<file path="config.mk">
export PLATFORM = sky130hd
export DESIGN_NAME = datapath_sequencer_flat
export DESIGN_NICKNAME = d
export VERILOG_FILES = /design/src/rtl/datapath_sequencer_pkg.sv /design/src/rtl/datapath_sequencer_if.sv /design/src/rtl/datapath_sequencer_decode.sv /design/src/rtl/datapath_sequencer.sv /design/src/flat_wrapper.sv
export SDC_FILE = /design/constraint.sdc
export NUM_CORES = 1
export LEC_CHECK = 0
export CAP_MARGIN = 10
export CORE_ASPECT_RATIO = 1.5
export CORE_UTILIZATION = 35
export DETAILED_ROUTE_END_ITERATION = 7
export GPL_TIMING_DRIVEN = 1
export HOLD_SLACK_MARGIN = 0.03
export PLACE_DENSITY_LB_ADDON = 0.05
export SLEW_MARGIN = 40
export SYNTH_ARGS = -nofsm -noshare
export SYNTH_HDL_FRONTEND = slang
export SYNTH_SLANG_ARGS = --single-unit
</file>
<file path="constraint.sdc">
create_clock -name clock_50 -period 4 [get_ports clock_50]
set_input_delay 0.6 -clock clock_50 [delete_from_list [all_inputs] [get_ports clock_50]]
set_output_delay 0.6 -clock clock_50 [all_outputs]
set_load 0.02 [all_outputs]
</file>
<file path="src/rtl/datapath_sequencer_pkg.sv">
// Shared types and constants for the datapath sequencer: FSM states, class codes,
// PC-control codes, instruction field positions and the control-word layout.
package seq_pkg;

  typedef enum logic [2:0] {
    S_FETCH  = 3'd0,
    S_DECODE = 3'd1,
    S_IMM    = 3'd2,
    S_EXEC   = 3'd3,
    S_HALT   = 3'd4,
    S_WAIT   = 3'd5
  } state_t;

  localparam logic [2:0] CLS_ALU_RR = 3'b000;
  localparam logic [2:0] CLS_ALU_RI = 3'b001;
  localparam logic [2:0] CLS_LD     = 3'b010;
  localparam logic [2:0] CLS_ST     = 3'b011;
  localparam logic [2:0] CLS_BRZ    = 3'b100;
  localparam logic [2:0] CLS_JMP    = 3'b101;
  localparam logic [2:0] CLS_NOP    = 3'b110;
  localparam logic [2:0] CLS_HALT   = 3'b111;

  localparam logic [3:0] FSEL_SUB = 4'h5;

  localparam logic [1:0] PS_HOLD = 2'b00;
  localparam logic [1:0] PS_INC  = 2'b01;
  localparam logic [1:0] PS_LOAD = 2'b10;

  localparam int CLS_MSB  = 15;
  localparam int CLS_LSB  = 13;
  localparam int DR_MSB   = 12;
  localparam int DR_LSB   = 10;
  localparam int SA_MSB   = 9;
  localparam int SA_LSB   = 7;
  localparam int SB_MSB   = 6;
  localparam int SB_LSB   = 4;
  localparam int FSEL_MSB = 3;
  localparam int FSEL_LSB = 0;

  typedef struct packed {
    logic       wr;
    logic       mw;
    logic       ma;
    logic       md;
    logic       mb;
    logic       ir_l;
    logic [1:0] ps;
    logic       cin;
    logic       halted;
  } ctrl_t;

  // Classes that carry an immediate word after the opcode word.
  function automatic logic is_two_word(input logic [2:0] cls);
    return (cls == CLS_ALU_RI) || (cls == CLS_BRZ) || (cls == CLS_JMP);
  endfunction

endpackage

</file>
<file path="src/rtl/datapath_sequencer_if.sv">
// Sequencer <-> datapath bundle: status/instruction inputs and every control strobe.
// master = sequencer side, slave = datapath side.
interface datapath_sequencer_if #(
  parameter int W  = 16,
  parameter int RA = 3
);
  logic [W-1:0]  ir;
  logic [W-1:0]  mem_data;
  logic          z_flag;
  logic [RA-1:0] AA;
  logic [RA-1:0] BA;
  logic [RA-1:0] DA;
  logic [4:0]    FS;
  logic          Cin;
  logic [W-1:0]  k;
  logic          MB;
  logic          WR;
  logic          MW;
  logic          MA;
  logic          MD;
  logic          IR_L;
  logic [1:0]    PS;
  logic          halted;

  modport master (
    input  ir, mem_data, z_flag,
    output AA, BA, DA, FS, Cin, k, MB, WR, MW, MA, MD, IR_L, PS, halted
  );

  modport slave (
    output ir, mem_data, z_flag,
    input  AA, BA, DA, FS, Cin, k, MB, WR, MW, MA, MD, IR_L, PS, halted
  );
endinterface

</file>
<file path="src/rtl/datapath_sequencer_decode.sv">
// Combinational state/class -> control-word decode; zero latency, no backpressure.
// clear forces every strobe low so an aborted instruction never writes.
module seq_decode
  import seq_pkg::*;
(
  input  state_t     state,
  input  logic [2:0] cls,
  input  logic [3:0] fsel,
  input  logic       z_flag,
  input  logic       clear,
  output ctrl_t      ctrl
);

  always_comb begin
    ctrl = '0;
    if (!clear) begin
      ctrl.cin = (fsel == FSEL_SUB);
      case (state)
        S_FETCH: begin
          ctrl.ir_l = 1'b1;
          ctrl.ps   = PS_INC;
        end
        S_IMM: begin
          ctrl.ps = PS_INC;
        end
        S_EXEC: begin
          case (cls)
            CLS_ALU_RR: ctrl.wr = 1'b1;
            CLS_ALU_RI: begin
              ctrl.wr = 1'b1;
              ctrl.mb = 1'b1;
            end
            CLS_LD: begin
              ctrl.ma = 1'b1;
              ctrl.md = 1'b1;
              ctrl.wr = 1'b1;
            end
            CLS_ST: begin
              ctrl.ma = 1'b1;
              ctrl.mw = 1'b1;
            end
            CLS_BRZ: ctrl.ps = z_flag ? PS_LOAD : PS_HOLD;
            CLS_JMP: ctrl.ps = PS_LOAD;
            default: ;
          endcase
        end
        S_HALT: ctrl.halted = 1'b1;
        default: ;
      endcase
    end
  end

endmodule

</file>
<file path="src/rtl/datapath_sequencer.sv">
// Multi-cycle FETCH/DECODE/IMM/EXEC control unit for the 8x16 regfile/ALU datapath;
// 3 cycles per single-word, 4 per two-word instruction; SEQ_SINGLE_STEP_EN adds step/WAIT gating.
module datapath_sequencer
  import seq_pkg::*;
#(
  parameter int W  = 16,
  parameter int RA = 3
)(
  input  logic clock_50,
  input  logic clear,
`ifdef SEQ_SINGLE_STEP_EN
  input  logic step,
`endif
  datapath_sequencer_if.master bus
);

`ifdef SEQ_SINGLE_STEP_EN
  localparam state_t RESET_STATE = S_WAIT;
`else
  localparam state_t RESET_STATE = S_FETCH;
`endif

  state_t        state_q;
  state_t        state_d;
  logic [W-1:0]  k_q;
  ctrl_t         ctrl;
  logic [2:0]    cls;
  logic [3:0]    fsel;
  logic [RA-1:0] dr;
  logic [RA-1:0] sa;
  logic [RA-1:0] sb;

  assign cls  = bus.ir[CLS_MSB:CLS_LSB];
  assign dr   = bus.ir[DR_MSB:DR_LSB];
  assign sa   = bus.ir[SA_MSB:SA_LSB];
  assign sb   = bus.ir[SB_MSB:SB_LSB];
  assign fsel = bus.ir[FSEL_MSB:FSEL_LSB];

  always_ff @(posedge clock_50) begin
    if (clear) begin
      state_q <= RESET_STATE;
      k_q     <= '0;
    end else begin
      state_q <= state_d;
      if (state_q == S_IMM) k_q <= bus.mem_data;
    end
  end

  always_comb begin
    state_d = state_q;
    case (state_q)
      S_FETCH:  state_d = S_DECODE;
      S_DECODE: begin
        if (cls == CLS_HALT)      state_d = S_HALT;
        else if (is_two_word(cls)) state_d = S_IMM;
        else                       state_d = S_EXEC;
      end
      S_IMM:    state_d = S_EXEC;
`ifdef SEQ_SINGLE_STEP_EN
      S_EXEC:   state_d = S_WAIT;
      S_WAIT:   if (step) state_d = S_FETCH;
`else
      S_EXEC:   state_d = S_FETCH;
`endif
      S_HALT:   state_d = S_HALT;
      default:  state_d = S_FETCH;
    endcase
  end

  seq_decode u_decode (
    .state  (state_q),
    .cls    (cls),
    .fsel   (fsel),
    .z_flag (bus.z_flag),
    .clear  (clear),
    .ctrl   (ctrl)
  );

  // Register selects follow ir in every state, including while clear is high.
  assign bus.AA     = sa;
  assign bus.BA     = sb;
  assign bus.DA     = dr;
  assign bus.FS     = {1'b0, fsel};
  assign bus.k      = k_q;
  assign bus.Cin    = ctrl.cin;
  assign bus.MB     = ctrl.mb;
  assign bus.WR     = ctrl.wr;
  assign bus.MW     = ctrl.mw;
  assign bus.MA     = ctrl.ma;
  assign bus.MD     = ctrl.md;
  assign bus.IR_L   = ctrl.ir_l;
  assign bus.PS     = ctrl.ps;
  assign bus.halted = ctrl.halted;

endmodule

</file>
<file path="src/flat_wrapper.sv">
// flat-port wrapper written by rule: the top's interface ports become plain ports
module datapath_sequencer_flat import seq_pkg::*;
#(
  parameter int W  = 16,
  parameter int RA = 3
)
  (clock_50, clear, bus_ir, bus_mem_data, bus_z_flag, bus_AA, bus_BA, bus_DA, bus_FS, bus_Cin, bus_k, bus_MB, bus_WR, bus_MW, bus_MA, bus_MD, bus_IR_L, bus_PS, bus_halted);
  datapath_sequencer_if #(.W(W), .RA(RA)) bus_i ();
  input  logic clock_50;
  input  logic clear;
  input wire logic [$bits(bus_i.ir)-1:0] bus_ir;
  input wire logic [$bits(bus_i.mem_data)-1:0] bus_mem_data;
  input wire logic [$bits(bus_i.z_flag)-1:0] bus_z_flag;
  output wire logic [$bits(bus_i.AA)-1:0] bus_AA;
  output wire logic [$bits(bus_i.BA)-1:0] bus_BA;
  output wire logic [$bits(bus_i.DA)-1:0] bus_DA;
  output wire logic [$bits(bus_i.FS)-1:0] bus_FS;
  output wire logic [$bits(bus_i.Cin)-1:0] bus_Cin;
  output wire logic [$bits(bus_i.k)-1:0] bus_k;
  output wire logic [$bits(bus_i.MB)-1:0] bus_MB;
  output wire logic [$bits(bus_i.WR)-1:0] bus_WR;
  output wire logic [$bits(bus_i.MW)-1:0] bus_MW;
  output wire logic [$bits(bus_i.MA)-1:0] bus_MA;
  output wire logic [$bits(bus_i.MD)-1:0] bus_MD;
  output wire logic [$bits(bus_i.IR_L)-1:0] bus_IR_L;
  output wire logic [$bits(bus_i.PS)-1:0] bus_PS;
  output wire logic [$bits(bus_i.halted)-1:0] bus_halted;
  assign bus_i.ir = bus_ir;
  assign bus_i.mem_data = bus_mem_data;
  assign bus_i.z_flag = bus_z_flag;
  assign bus_AA = bus_i.AA;
  assign bus_BA = bus_i.BA;
  assign bus_DA = bus_i.DA;
  assign bus_FS = bus_i.FS;
  assign bus_Cin = bus_i.Cin;
  assign bus_k = bus_i.k;
  assign bus_MB = bus_i.MB;
  assign bus_WR = bus_i.WR;
  assign bus_MW = bus_i.MW;
  assign bus_MA = bus_i.MA;
  assign bus_MD = bus_i.MD;
  assign bus_IR_L = bus_i.IR_L;
  assign bus_PS = bus_i.PS;
  assign bus_halted = bus_i.halted;
  datapath_sequencer #(.W(W), .RA(RA)) u_core (.clock_50(clock_50), .clear(clear), .bus(bus_i));
endmodule
</file>
* Word-level counts from Yosys, hierarchy flattened
Cells that the tools add are included.
** Storage, ports and cells
- Register bits after elaboration :: 19
- Bits of input ports :: 35
- Logic and storage cells :: 35
** Cells by class
- Equal/unequal tests :: 11
- Multiplexer cells :: 15
- Reduce and logical (&&, ||, !) cells :: 7
** Operator list (number)
- 3-bit by 2-bit == test with 1-bit output, second input constant :: 4
- 3-bit == test, second input constant :: 4
- 3-bit one-hot mux with 4 select lines :: 1
- 10-bit two-way mux :: 1
- 1-bit two-way mux :: 8
- 2-bit one-hot mux with 2 select lines :: 2
- 3-bit by 1-bit == test with 1-bit output, second input constant :: 2
- 3-bit zero test :: 2
- 5-bit two-way mux :: 1
- 4-bit by 3-bit == test with 1-bit output, second input constant :: 1
- 2-bit OR reduction :: 2
- 3-bit two-way mux :: 1
- 3-bit OR reduction :: 1
- 1-bit logical OR :: 2
- 2-bit two-way mux :: 1

* Logic depth before layout (Yosys ltp)
- Word-level depth :: 6
- Depth in mapped cells :: 6
- Mapped depth without buffers :: 3

* Cells and area by module
A second synthesis with hierarchy kept.
** Second synthesis, totals
- Cells, all modules :: 115
- Area, all modules :: 975.9 µm²
** By module, submodules not included
- datapath_sequencer :: instances 1, cells an instance 101, area each 842.1 µm²
- seq_decode :: instances 1, cells an instance 14, area each 133.9 µm²

* Worst setup path after synthesis
No wires, ideal clock.
- Path type :: input to output
- Start :: input bus_ir[15]
- End :: output bus_WR
- Arrival :: 1509 ps
- Data required time :: 3400 ps
- Path slack :: 1891 ps
- Cell stages on the path :: 2
- Cells stage by stage :: or4_4 -> a21oi_1
** Between the ends
- Word-level cells in the longest chain between the ends :: 5
** Ends and longest elaborated chain
- start, declared :: line flat_wrapper.sv:11 : input wire logic [$bits(bus_i.ir)-1:0] bus_ir;
- 3-bit by 2-bit == test with 1-bit output, or another cell as far along :: line datapath_sequencer_decode.sv:27 : case (cls)
- 3-bit OR reduction (no line) *
- 1-bit two-way mux * :: line datapath_sequencer_decode.sv:27
- 5-bit two-way mux * :: line datapath_sequencer_decode.sv:18 : case (state)
- 10-bit two-way mux * :: line datapath_sequencer_decode.sv:16 : if (!clear) begin
- end, declared :: line flat_wrapper.sv:21 : output wire logic [$bits(bus_i.WR)-1:0] bus_WR;
Every way passes the cells marked *; elsewhere a longest branch is shown, timed or not.

* Worst setup path in the final report
Same ends and word-level chain as after synthesis.

==> results.cfg <==
[run_status]
status = complete, no violations

[placement]
io_buffers = 55
place_congestion = 0.7211
dp_hpwl_um = 1477

[clocking]
clock-sinks = 19
hold_buffers = 0
cts_resized = 0
cts_tree = done
cts_max_level = 1
cts.clk_slew.worst_paths_ns = 0.09
cts-buffers-inserted = 3
cts_root_buffer = clkbuf_4
insertion_delay_ns = 0.29
cts.path.max_buffers = 2
postCtsSetupBuffers = 0

[sta]
finalCritPeriodShare_pct = 74.91
layout_min_cycle_time_ns = 2.996
finalHoldViolCount = 0
slew_violations = 0
setup_violations = 0
grt_setup_unrepaired = false
finClkSkew_ns = 0.004426
fmax_ghz = 0.3337
tns_ns = 0
maxSlewHeadroom_pct = 58.75
worst_pin_slew_ns = 0.6181

[logic_synthesis]
postSynthCellCount = 121
synth-seq-cells = 19
synth_nets = 156
ys_types = 22
yosysWarnings = 0
syn_avg_cell_area_um2 = 7.755
netlist_area_um2 = 938.4
ys_seq_area_share_pct = 40.53

[floorplan]
die_y_um = 65.42
initial_core_util_pct = 37.46
die_x_um = 44.28
rows = 22
core_mm2 = 0.002505
ios = 75
die_area_mm2 = 0.002896

[global_routing]
antenna_found_initial = 0
gr-total-overflow = 0
grt.total_usage_pct = 14.26
grt_pass1_vias = 802
grt_pass1_wl_um = 3201
grt_max_degree = 22

[route]
dr.pass1.iters = 4
drc = 0
wl_per_cell_um = 10.00
avgViaCountPerCell = 4.663
ant_nets = 0
vias = 914
drt-total-wl_um = 1960
dr.first_iter.drc_count = 12

[power_and_ir_drop]
ir_drop_uv = 145.5
p_leak_nw = 0.4898
pwr-share-seq_pct = 51.5
pwr-share-clk_pct = 22.6
p_sw_share_pct = 27.24
comb_power_share_pct = 25.9
p_sw_mw = 0.1104
p_total_mw = 0.4053
internal-power_mw = 0.2949
p_per_area_mw_per_mm2 = 289.0

[setup_path]
crit_fanout = 5
crit_type = primary input to output port
worstPathArrival_ns = 2.40
startpoint_type = primary input
r2r_cells = 3
r2r_start = u_core.state_q[2]$_SDFF_PP0_
r2r_slack_ns = 2.62
r2r-end = u_core.bus.k[0]$_SDFFE_PP0N_
endpoint_kind = output port
critPathRequiredTime_ns = 3.40

[cells_and_area]
final_layout_size_suffix_gt1_share_pct = 3.750
num-nets-final = 196
num_antenna_cells = 0
syn2layout_area_growth_pct = 49.47

[min_path]
holdPathStages = 2
hp-start = u_core.bus.k[15]$_SDFFE_PP0N_
hp-class = flip-flop to flip-flop
hold_end = u_core.bus.k[15]$_SDFFE_PP0N_

[job]
drv_cap = 0
power groups by stage:
stage	clock, mW	combinational [mW]	sequential [mW]
after floorplan	0	0.0636	0.220
after global placement	0	0.105	0.213
after detailed placement	0	0.106	0.213
after CTS	0.0975	0.106	0.209
after global routing	0.108	0.114	0.210
final	0.0916	0.105	0.209
cell usage after synthesis (all sizes together):
library cell / n / share of area (%)
nand2: 37 / 15
buf: 19 / 17
dfxtp: 19 / 41
a21oi: 18 / 9.6
nor2: 7 / 2.8
nand2b: 3 / 2.0
clkbuf: 2 / 0.80
nor2b: 2 / 1.3
nor3: 2 / 1.1
nor4: 2 / 1.3
a31oi: 1 / 0.67
and4b: 1 / 1.1
conb: 1 / 0.40
inv: 1 / 0.40
nand3: 1 / 0.53
nor3b: 1 / 2.0
nor4b: 1 / 0.93
o21bai: 1 / 0.80
or3b: 1 / 0.93
or4: 1 / 1.2
sequential cells by signal, indices dropped and copies added, names as in the netlist:
signal / flops
u_core.bus.k: 16
u_core.state_q: 3
metal layers:
metal	global-route usage, %	part of all wire, %	up-vias
met2	24.63	48	52
met1	16.92	43	400
met5	0	0	-
li1	-	-	458
met4	4.545	1.4	0
met3	3.297	8.1	4
metrics by stage:
stage                     area, µm²  worst slack, ns  cells  utilization (%)  hold WS, ns
after CTS                      1403            1.004    196            55.99       0.4602
after floorplan               938.4            1.891    121                -       0.5186
after global routing           1403           0.9356    196            55.99       0.4786
final                          1403            1.004    196            55.99       0.4566
after global placement         1376            1.035    192            54.95       0.4409
after detailed placement       1376            1.006    192            54.95       0.4458
worst max path at each step:
stage               startpoint     end  slack, ns
global placement    bus_ir[15]  bus_WR       1.04
global route        bus_ir[15]  bus_WR       0.94
finish              bus_ir[15]  bus_WR       1.00
CTS                 bus_ir[15]  bus_WR       1.00
floorplan           bus_ir[15]  bus_WR       1.89
detailed placement  bus_ir[15]  bus_WR       1.01
critical path, stage by stage:
cell             delay, ns
clkdlybuf4s50_1       0.46
or4_4                 0.59
a21oi_1               0.14
clkdlybuf4s50_1       0.61
cell type report:
type / instances / area (µm²)
fillers: 250 / 1102
multi-input cells: 80 / 389.1
clock buffers: 4 / 26.28
repair buffers: 56 / 558.0
flip-flops and latches: 19 / 380.4
inverters: 1 / 3.754
well taps: 36 / 45.04
cells by family (layout without fill, tap and decap cells):
family                 Yosys count  count (layout)  synth area share [%]
AND/OR/NAND/NOR                 59              59                 30.00
buffers and inverters           22              61                 18.00
other                            1               1                0.3996
AO/OA/AOI/OAI                   20              20                 11.07
flip-flops                      19              19                 40.53
cells in the final DEF (no fill, tap or decap), drive strengths merged:
cell,instances
conb,1
clkbuf,4
or3b,1
nor4,2
inv,1
nor3b,1
nand3,1
nand2b,3
nand2,37
dfxtp,19
nor3,2
o21bai,1
nor2b,2
a21oi,18
a31oi,1
buf,1
nor2,7
clkdlybuf4s50,55
or4,1
and4b,1
nor4b,1
Power figures use the tool's default switching activity.
